File: config.mk
export PLATFORM = sky130hd
export DESIGN_NAME = control_sequencer
export DESIGN_NICKNAME = d
export VERILOG_FILES = /design/src/rtl/control_sequencer_pkg.sv /design/src/rtl/control_sequencer_opcode_decoder.sv /design/src/rtl/control_sequencer.sv
export SDC_FILE = /design/constraint.sdc
export NUM_CORES = 1
export LEC_CHECK = 0
export CAP_MARGIN = 20
export CORE_MARGIN = 1.5
export CORE_UTILIZATION = 38
export DETAILED_ROUTE_END_ITERATION = 10
export GPL_TIMING_DRIVEN = 1
export PLACE_DENSITY = 0.85
export SETUP_SLACK_MARGIN = 0.3
export SLEW_MARGIN = 10
export SYNTH_ARGS = -nofsm -noshare
export SYNTH_HDL_FRONTEND = slang
export SYNTH_HIERARCHICAL = 1
export SYNTH_SLANG_ARGS = --single-unit
File: constraint.sdc
create_clock -name clock -period 4.3 [get_ports clock]
set_input_delay 0.86 -clock clock [delete_from_list [all_inputs] [get_ports clock]]
set_output_delay 0.86 -clock clock [all_outputs]
set_load 0.01 [all_outputs]
File: src/rtl/control_sequencer_pkg.sv
// Shared opcode, ALU-code and state definitions for the control sequencer.
package control_sequencer_pkg;

  // Instruction opcodes (ir[31:27])
  localparam logic [4:0] OP_ADD  = 5'd0;
  localparam logic [4:0] OP_SUB  = 5'd1;
  localparam logic [4:0] OP_AND  = 5'd2;
  localparam logic [4:0] OP_OR   = 5'd3;
  localparam logic [4:0] OP_SHR  = 5'd4;
  localparam logic [4:0] OP_SHRA = 5'd5;
  localparam logic [4:0] OP_SHL  = 5'd6;
  localparam logic [4:0] OP_ROR  = 5'd7;
  localparam logic [4:0] OP_ROL  = 5'd8;
  localparam logic [4:0] OP_MUL  = 5'd15;
  localparam logic [4:0] OP_DIV  = 5'd16;
  localparam logic [4:0] OP_NOP  = 5'd25;
  localparam logic [4:0] OP_HALT = 5'd26;

  // ALU operation codes driven on ALUop
  localparam logic [3:0] ALU_ADD  = 4'd0;
  localparam logic [3:0] ALU_SUB  = 4'd1;
  localparam logic [3:0] ALU_AND  = 4'd2;
  localparam logic [3:0] ALU_OR   = 4'd3;
  localparam logic [3:0] ALU_SHR  = 4'd5;
  localparam logic [3:0] ALU_SHRA = 4'd6;
  localparam logic [3:0] ALU_SHL  = 4'd7;
  localparam logic [3:0] ALU_ROR  = 4'd8;
  localparam logic [3:0] ALU_ROL  = 4'd9;
  localparam logic [3:0] ALU_MUL  = 4'd10;
  localparam logic [3:0] ALU_DIV  = 4'd11;

  // Sequencer states
  typedef enum logic [3:0] {
    S_IDLE   = 4'd0,
    S_T0     = 4'd1,
    S_T1     = 4'd2,
    S_T2     = 4'd3,
    S_T3     = 4'd4,
    S_T4     = 4'd5,
    S_T5     = 4'd6,
    S_T6     = 4'd7,
    S_HALTED = 4'd8
  } state_t;

endpackage

File: src/rtl/control_sequencer_opcode_decoder.sv
// Combinational opcode classifier: ALU code plus instruction-class flags.
module control_sequencer_opcode_decoder
  import control_sequencer_pkg::*;
(
  input  logic [4:0] i_opcode,
  output logic [3:0] o_alu_op,
  output logic       o_is_alu,
  output logic       o_is_muldiv,
  output logic       o_is_halt
);

  // Map opcode to ALU code; anything not listed is treated as a no-op
  always_comb begin
    o_alu_op    = ALU_ADD;
    o_is_alu    = 1'b1;
    o_is_muldiv = 1'b0;
    o_is_halt   = 1'b0;
    case (i_opcode)
      OP_ADD:  o_alu_op = ALU_ADD;
      OP_SUB:  o_alu_op = ALU_SUB;
      OP_AND:  o_alu_op = ALU_AND;
      OP_OR:   o_alu_op = ALU_OR;
      OP_SHR:  o_alu_op = ALU_SHR;
      OP_SHRA: o_alu_op = ALU_SHRA;
      OP_SHL:  o_alu_op = ALU_SHL;
      OP_ROR:  o_alu_op = ALU_ROR;
      OP_ROL:  o_alu_op = ALU_ROL;
      OP_MUL: begin
        o_alu_op    = ALU_MUL;
        o_is_muldiv = 1'b1;
      end
      OP_DIV: begin
        o_alu_op    = ALU_DIV;
        o_is_muldiv = 1'b1;
      end
      OP_HALT: begin
        o_is_alu  = 1'b0;
        o_is_halt = 1'b1;
      end
      default: o_is_alu = 1'b0;
    endcase
  end

endmodule

File: src/rtl/control_sequencer.sv
// Multi-cycle datapath control sequencer: fetch (T0-T2), ALU execute (T3-T6).
module control_sequencer
  import control_sequencer_pkg::*;
#(
  parameter int NREGS = 16
) (
  input  logic             clock,
  input  logic             clear,
  input  logic             start,
  input  logic             mem_ready,
  input  logic [31:0]      ir,
  output logic             PCout,
  output logic             PCin,
  output logic             IncPC,
  output logic             MARin,
  output logic             Read,
  output logic             MDRin,
  output logic             MDRout,
  output logic             IRin,
  output logic             Yin,
  output logic             Zlowin,
  output logic             Zhighin,
  output logic             Zlowout,
  output logic             Zhighout,
  output logic             HIin,
  output logic             LOin,
  output logic [NREGS-1:0] Rin,
  output logic [NREGS-1:0] Rout,
  output logic [3:0]       ALUop,
  output logic             run,
  output logic             halted
);

  state_t      r_state;
  state_t      w_state_next;
  logic [31:15] r_ir;
  logic [4:0]  w_dec_opcode;
  logic [3:0]  w_alu_op;
  logic        w_is_alu;
  logic        w_is_muldiv;
  logic        w_is_halt;
  logic        w_unused;

  // Operand fields below bit 15 carry no control information
  assign w_unused = ^ir[14:0];

  // One-hot register select; indices wrap when NREGS is below 16
  function automatic logic [NREGS-1:0] reg_sel(input logic [3:0] idx);
    reg_sel = {{(NREGS-1){1'b0}}, 1'b1} << (32'(idx) % NREGS);
  endfunction

  // T2 branches on the word being loaded; later states use the latched copy
  assign w_dec_opcode = (r_state == S_T2) ? ir[31:27] : r_ir[31:27];

  control_sequencer_opcode_decoder u_opcode_decoder (
    .i_opcode    (w_dec_opcode),
    .o_alu_op    (w_alu_op),
    .o_is_alu    (w_is_alu),
    .o_is_muldiv (w_is_muldiv),
    .o_is_halt   (w_is_halt)
  );

  // State register with asynchronous clear to IDLE
  always_ff @(posedge clock or negedge clear) begin
    if (!clear) r_state <= S_IDLE;
    else        r_state <= w_state_next;
  end

  // Capture the instruction word as it is loaded into IR at the end of T2
  always_ff @(posedge clock or negedge clear) begin
    if (!clear)                r_ir <= '0;
    else if (r_state == S_T2)  r_ir <= ir[31:15];
  end

  // Next-state and strobe decode
  always_comb begin
    w_state_next = r_state;
    PCout    = 1'b0;
    PCin     = 1'b0;
    IncPC    = 1'b0;
    MARin    = 1'b0;
    Read     = 1'b0;
    MDRin    = 1'b0;
    MDRout   = 1'b0;
    IRin     = 1'b0;
    Yin      = 1'b0;
    Zlowin   = 1'b0;
    Zhighin  = 1'b0;
    Zlowout  = 1'b0;
    Zhighout = 1'b0;
    HIin     = 1'b0;
    LOin     = 1'b0;
    Rin      = '0;
    Rout     = '0;
    ALUop    = 4'd0;
    run      = (r_state != S_IDLE) && (r_state != S_HALTED);
    halted   = (r_state == S_HALTED);
    case (r_state)
      S_IDLE: begin
        if (start) w_state_next = S_T0;
      end
      S_T0: begin
        PCout        = 1'b1;
        MARin        = 1'b1;
        IncPC        = 1'b1;
        Zlowin       = 1'b1;
        w_state_next = S_T1;
      end
      S_T1: begin
        Read  = 1'b1;
        MDRin = 1'b1;
        // Incremented PC is written back only on the completing cycle
        if (mem_ready) begin
          Zlowout      = 1'b1;
          PCin         = 1'b1;
          w_state_next = S_T2;
        end
      end
      S_T2: begin
        MDRout = 1'b1;
        IRin   = 1'b1;
        if (w_is_halt)     w_state_next = S_HALTED;
        else if (w_is_alu) w_state_next = S_T3;
        else               w_state_next = S_T0;
      end
      S_T3: begin
        Rout         = reg_sel(r_ir[22:19]);
        Yin          = 1'b1;
        w_state_next = S_T4;
      end
      S_T4: begin
        Rout         = reg_sel(r_ir[18:15]);
        ALUop        = w_alu_op;
        Zlowin       = 1'b1;
        Zhighin      = w_is_muldiv;
        w_state_next = S_T5;
      end
      S_T5: begin
        Zlowout = 1'b1;
        if (w_is_muldiv) begin
          LOin         = 1'b1;
          w_state_next = S_T6;
        end else begin
          Rin          = reg_sel(r_ir[26:23]);
          w_state_next = S_T0;
        end
      end
      S_T6: begin
        Zhighout     = 1'b1;
        HIin         = 1'b1;
        w_state_next = S_T0;
      end
      S_HALTED: w_state_next = S_HALTED;
      default:  w_state_next = S_IDLE;
    endcase
  end

endmodule

Word level (Yosys, flattened, before mapping)
Cells that the tools add are included.
{"block": "op_classes", "n_reduce_logical": 8, "n_eq_ne": 22, "n_shift": 3, "muxes": 27}
{"op": "$shl 1x4->16 const A", "count": 3}
{"op": "$pmux 4 s10", "count": 1}
{"op": "$pmux 4 s9", "count": 1}
{"op": "$mux 16", "count": 2}
{"op": "$pmux 16 s2", "count": 1}
{"op": "$eq 5x3->1 const B", "count": 4}
{"op": "$eq 4x3->1 const B", "count": 4}
{"op": "$mux 4", "count": 4}
{"op": "$mux 1", "count": 14}
{"op": "$reduce_or 11->1", "count": 1}
{"op": "$eq 5x2->1 const B", "count": 2}
{"op": "$eq 5x4->1 const B", "count": 2}
{"op": "$eq 5x5->1 const B", "count": 2}
{"op": "$eq 4x2->1 const B", "count": 2}
{"op": "$mux 3", "count": 2}
{"op": "$eq 5x1->1 const B", "count": 1}
{"op": "$logic_not 5->1", "count": 1}
{"op": "$mux 5", "count": 1}
{"op": "$eq 4x1->1 const B", "count": 1}
{"op": "$eq 4x4->1 const B", "count": 1}
{"op": "$logic_not 4->1", "count": 1}
{"op": "$ne 2x2->1 const B", "count": 2}
{"op": "$ne 4x4->1 const B", "count": 1}
{"op": "$reduce_bool 4->1", "count": 1}
{"op": "other kinds (4)", "count": 5}
{"block": "totals", "regBits": 21, "word_cells": 62, "inputBits": 36, "out_inout_bits": 53}

Logic depth before layout (Yosys ltp)
{"block": "logic_depth", "ltp_word": 8, "depth_mapped": 11, "depth_no_buf": 8}

Hierarchy
Netlist, hierarchy kept.
{"module": "control_sequencer", "instances": 1, "seq_area_each_um2": 525.5, "cells_per_inst": 135, "area_each_um2": 1366.3}
{"module": "control_sequencer_opcode_decoder", "instances": 1, "seq_area_each_um2": 0.0, "cells_per_inst": 26, "area_each_um2": 178.9}

Worst setup path after synthesis
Ideal clock, no wire load.
{"block": "synth_timing", "kind": "flip-flop to output port", "from": "register r_state[3]", "to": "output Rin[0]", "n_path_buf": 2, "slack_ns": 0.771, "stages_incl_launch_ff": 10, "required_time_ns": 3.440, "arrival_ns": 2.669, "path_cell_list": "dfrtp_1 clkbuf_1 nor4bb_1 buf_2 mux2_2 and2b_2 nand4_1 nand2_1 or4b_4 nor3_2"}
{"block": "synth_via", "elab_chain_len": 7, "word_cells_on_any_way": 9, "cone_classes": "eq/ne (4); mux (4); reduce/logical (1)"}
{"item": "start: declaration", "line": "control_sequencer.sv:34", "text": "state_t r_state;"}
{"item": "start signal: assignment", "line": "control_sequencer.sv:66", "text": "else r_state <= w_state_next;"}
{"item": "$eq 4x2->1 (*)", "line": "control_sequencer.sv:53", "text": "assign w_dec_opcode = (r_state == S_T2) ? ir[31:27] : r_ir[31:27];"}
{"item": "$mux 5 (*)", "line": "control_sequencer.sv:53"}
{"item": "net w_dec_opcode[2]", "line": "control_sequencer.sv:37", "text": "logic [4:0] w_dec_opcode;"}
{"item": "$eq 5x4->1 / $eq 5x5->1 (equally long branches)", "line": "control_sequencer_opcode_decoder.sv:18", "text": "case (i_opcode)"}
{"item": "$reduce_or 2->1 (no line) (*)"}
{"item": "$mux 1 (*)", "line": "control_sequencer_opcode_decoder.sv:18"}
{"item": "net w_is_muldiv", "line": "control_sequencer.sv:40", "text": "logic w_is_muldiv;"}
{"item": "$mux 16 (*)", "line": "control_sequencer.sv:140", "text": "if (w_is_muldiv) begin"}
{"item": "$mux 16 (*)", "line": "control_sequencer.sv:98", "text": "case (r_state)"}
{"item": "end: declaration", "line": "control_sequencer.sv:27", "text": "output logic [NREGS-1:0] Rin,"}
Mark *: on every way through the listed nets, which the timed path passes. The rest lies on a longest branch.

Final worst setup path
{"block": "layout_timing", "from": "register r_state[3]", "to": "output Rin[9]"}
Same word-level chain as after synthesis.

==> flow_summary.yaml <==
cts:
  clkLatencyLatePin_ns: 0.26
  cts_tree: "done"
  cts_buffer_depth: 2
  clock_sinks: 21
  htreeDepth: 1
  clkTransAtPathRegs_ns: 0.08
  cts_buffers: 3
  root_buffer: "clkbuf_8"
  postCtsHoldBufs: 0
power:
  intPower_mw: 0.8764
  combPwrFrac: 0.657
  ir_worst_vdd_uv: 384.9
  clockPowerShare: 0.089
  power_per_cell_area_nw_per_um2: 595.9
  swShare: 0.4099
  p_sw_mw: 0.6089
  leakagePower_nw: 1.154
  power_mw: 1.485
  p_seq_frac: 0.254
placed_design:
  place.gp.congestion: 0.7897
  hpwl_um: 3007
  io_buffer_count: 73
  post-place-ws_ns: 0.1149
  placed_cells: 273
route:
  drc: 0
  drt_iter0_markers: 37
  vias: 1528
  wl_per_cell_um: 14.24
  routed_wl_um: 4086
  viasPerCell: 5.324
  first_pass_iters: 4
  ant_nets: 0
setup_path:
  reg2reg_slack_ns: 1.84
  endpoint_kind: "primary output"
  r2r-end: "r_state[0]"
  reg2regPathDepth: 10
  crit_fanout: 7
  arrival_ns: 3.05
  regToRegStartpoint: "r_state[3]"
  worstSetupStartpointType: "flop"
  worst-setup-path-type: "reg -> out"
  cp.required_ns: 3.44
finish:
  layout-drive-gt1-share: 0.2343
  final_common_cell: "clkdlybuf4s50_1"
  diodes: 0
  fin_cells: 287
  nets: 276
  final_cell_mix: "clkdlybuf4s50_1, dfrtp_1, nor2_1"
  area_growth_pct: 61.30
hold_path:
  hold_path_depth: 1
  holdPathEnd: "r_ir[22]"
  worstHoldStart: "r_ir[22]"
  hp-class: "reg -> reg"
floorplanning:
  initial_core_util: 0.4098
  fp.dieArea_um2: 4458
  fp-row-count: 22
  ios: 89
  die_h_um: 66.77
  fp.dieW_um: 66.77
  coreArea_um2: 3771
timing:
  rsz0062_at_grt: "yes"
  final-hold-violation-count: 0
  maxSlewViolCount: 0
  worst_pin_slew_ns: 0.6139
  finalCriticalPeriod_ns: 3.910
  setup_violations: 0
  relSlewSlack: 0.5790
  fmax_mhz: 255.7
  skew_ns: 0.004902
  setup_tns_ns: 0
  setup_ws_ns: 0.3899
  finalCritPeriodShare: 0.9093
run:
  cap_violations: 0
yosys:
  synth_cell_types: 44
  yosysWarnings: 6
  synth_seq_cells: 21
  syn_nets: 197
  ys.flop_type: "dfrtp_1"
  syn_area_um2: 1545
  synthArstFlopShare: 1.000
  ys_seq_area_frac: 0.3401
  synth_area_per_cell_um2: 9.598
  syn_inst: 161
  synth-edff-count: 0
grt:
  grt_pass1_wl_um: 6479
  antenna_found_initial: 0
  grt_start_max_net_pins: 22
  track_usage: 0.1878
  grt_pass1_vias: 1395
  grt.overflow.total: 0
run_status:
  status: "complete, no violations"
==> power groups by stage <==
stage                     clock network, mW  logic (mW)  registers, mW
after CTS                             0.134       0.915          0.370
after global placement                    0       0.857          0.365
after floorplan                           0       0.651          0.352
after global routing                  0.143        1.06          0.391
after detailed placement                  0       0.880          0.374
final                                 0.132       0.977          0.377
==> kinds of logic after synthesis <==
| group | after synthesis | synth area share |
|---|---|---|
| and+or+nand+nor | 84 | 0.3385 |
| buffers and inverters | 19 | 0.08340 |
| muxes | 24 | 0.1749 |
| AOI/OAI and AO/OA | 11 | 0.05182 |
| xor gates and xnor gates | 2 | 0.01134 |
| DFF | 21 | 0.3401 |
==> flip-flops by register name, indices dropped and copies added, names as in the netlist <==
register,count
r_ir,17
r_state,4
==> layer usage <==
metal | wire, um | share of wire | track usage | up-vias
met2 | 2049 | 0.50 | 0.3463 | 49
met1 | 1760 | 0.43 | 0.2284 | 728
met4 | 24 | 0.0059 | 0.03827 | 0
met3 | 252 | 0.062 | 0.03041 | 4
met5 | 0 | 0 | 0 | -
li1 | - | - | - | 747
==> timing repair <==
action / CTS / global route
gates resized for setup: 8 / 15
setup buffers: 3 / 6
hold endpoints to repair: 0 / 0
pin swaps: 1 / 1
setup endpoints to repair: 21 / 18
==> Yosys cell counts (2+ instances only) <==
library cell,n,area (um^2)
a211oi_1,3,22.52
a21oi_1,3,15.01
nand4bb_1,2,22.52
and2_1,6,37.54
or4_4,2,22.52
or3_1,2,12.51
nand2_1,6,22.52
mux2i_1,3,30.03
nor3_1,7,35.03
buf_6,4,45.04
nor2_1,17,63.81
buf_2,7,35.03
nor4_1,16,100.1
dfrtp_1,21,525.5
inv_1,2,7.510
nand3_1,3,15.01
nand2b_1,8,50.05
mux2_2,19,214.0
buf_4,5,37.54
==> worst max path at each step <==
stage / startpoint / endpoint / slack, ns / cells past startpoint
floorplan: r_state[3] / Rin[0] / 0.77 / 9
global placement: ir[29] / Rin[0] / 0.16 / 8
detailed placement: ir[29] / Rin[0] / 0.11 / 8
CTS: r_state[2] / Rin[9] / 0.30 / 8
global route: r_state[3] / Rin[9] / 0.28 / 8
finish: r_state[3] / Rin[9] / 0.39 / 8
==> through the flow <==
step                cell area (um^2)  hold slack (ns)    util
finish                          2492           0.5094  0.6609
global placement                2290           0.4895  0.6072
detailed placement              2290           0.4937  0.6072
global route                    2492           0.5348  0.6609
CTS                             2369           0.5120  0.6281
floorplan                       1545           0.4683       -
==> final cells by class <==
cell class                      instances  area [um^2]
Sequential cell                        21        525.5
Clock buffer                            3        41.29
Clock inverter                          1        5.005
Timing Repair Buffer                   91        895.9
Tap cell                               48        60.06
Multi-Input combinational cell        121        957.2
Fill cell                             305         1279
Inverter                                2        7.507
==> worst max-delay path, stage by stage, from the launching register on <==
cell and delay [ns]:
dfrtp_1 0.42, nor4bb_4 0.42, buf_6 0.19, mux2_4 0.35, or4_4 0.57, nand2_4 0.13, nand4bb_4 0.18, nor2_1 0.06
clkdlybuf4s50_1 0.47
Note: power is estimated with default switching activity, not from simulation.
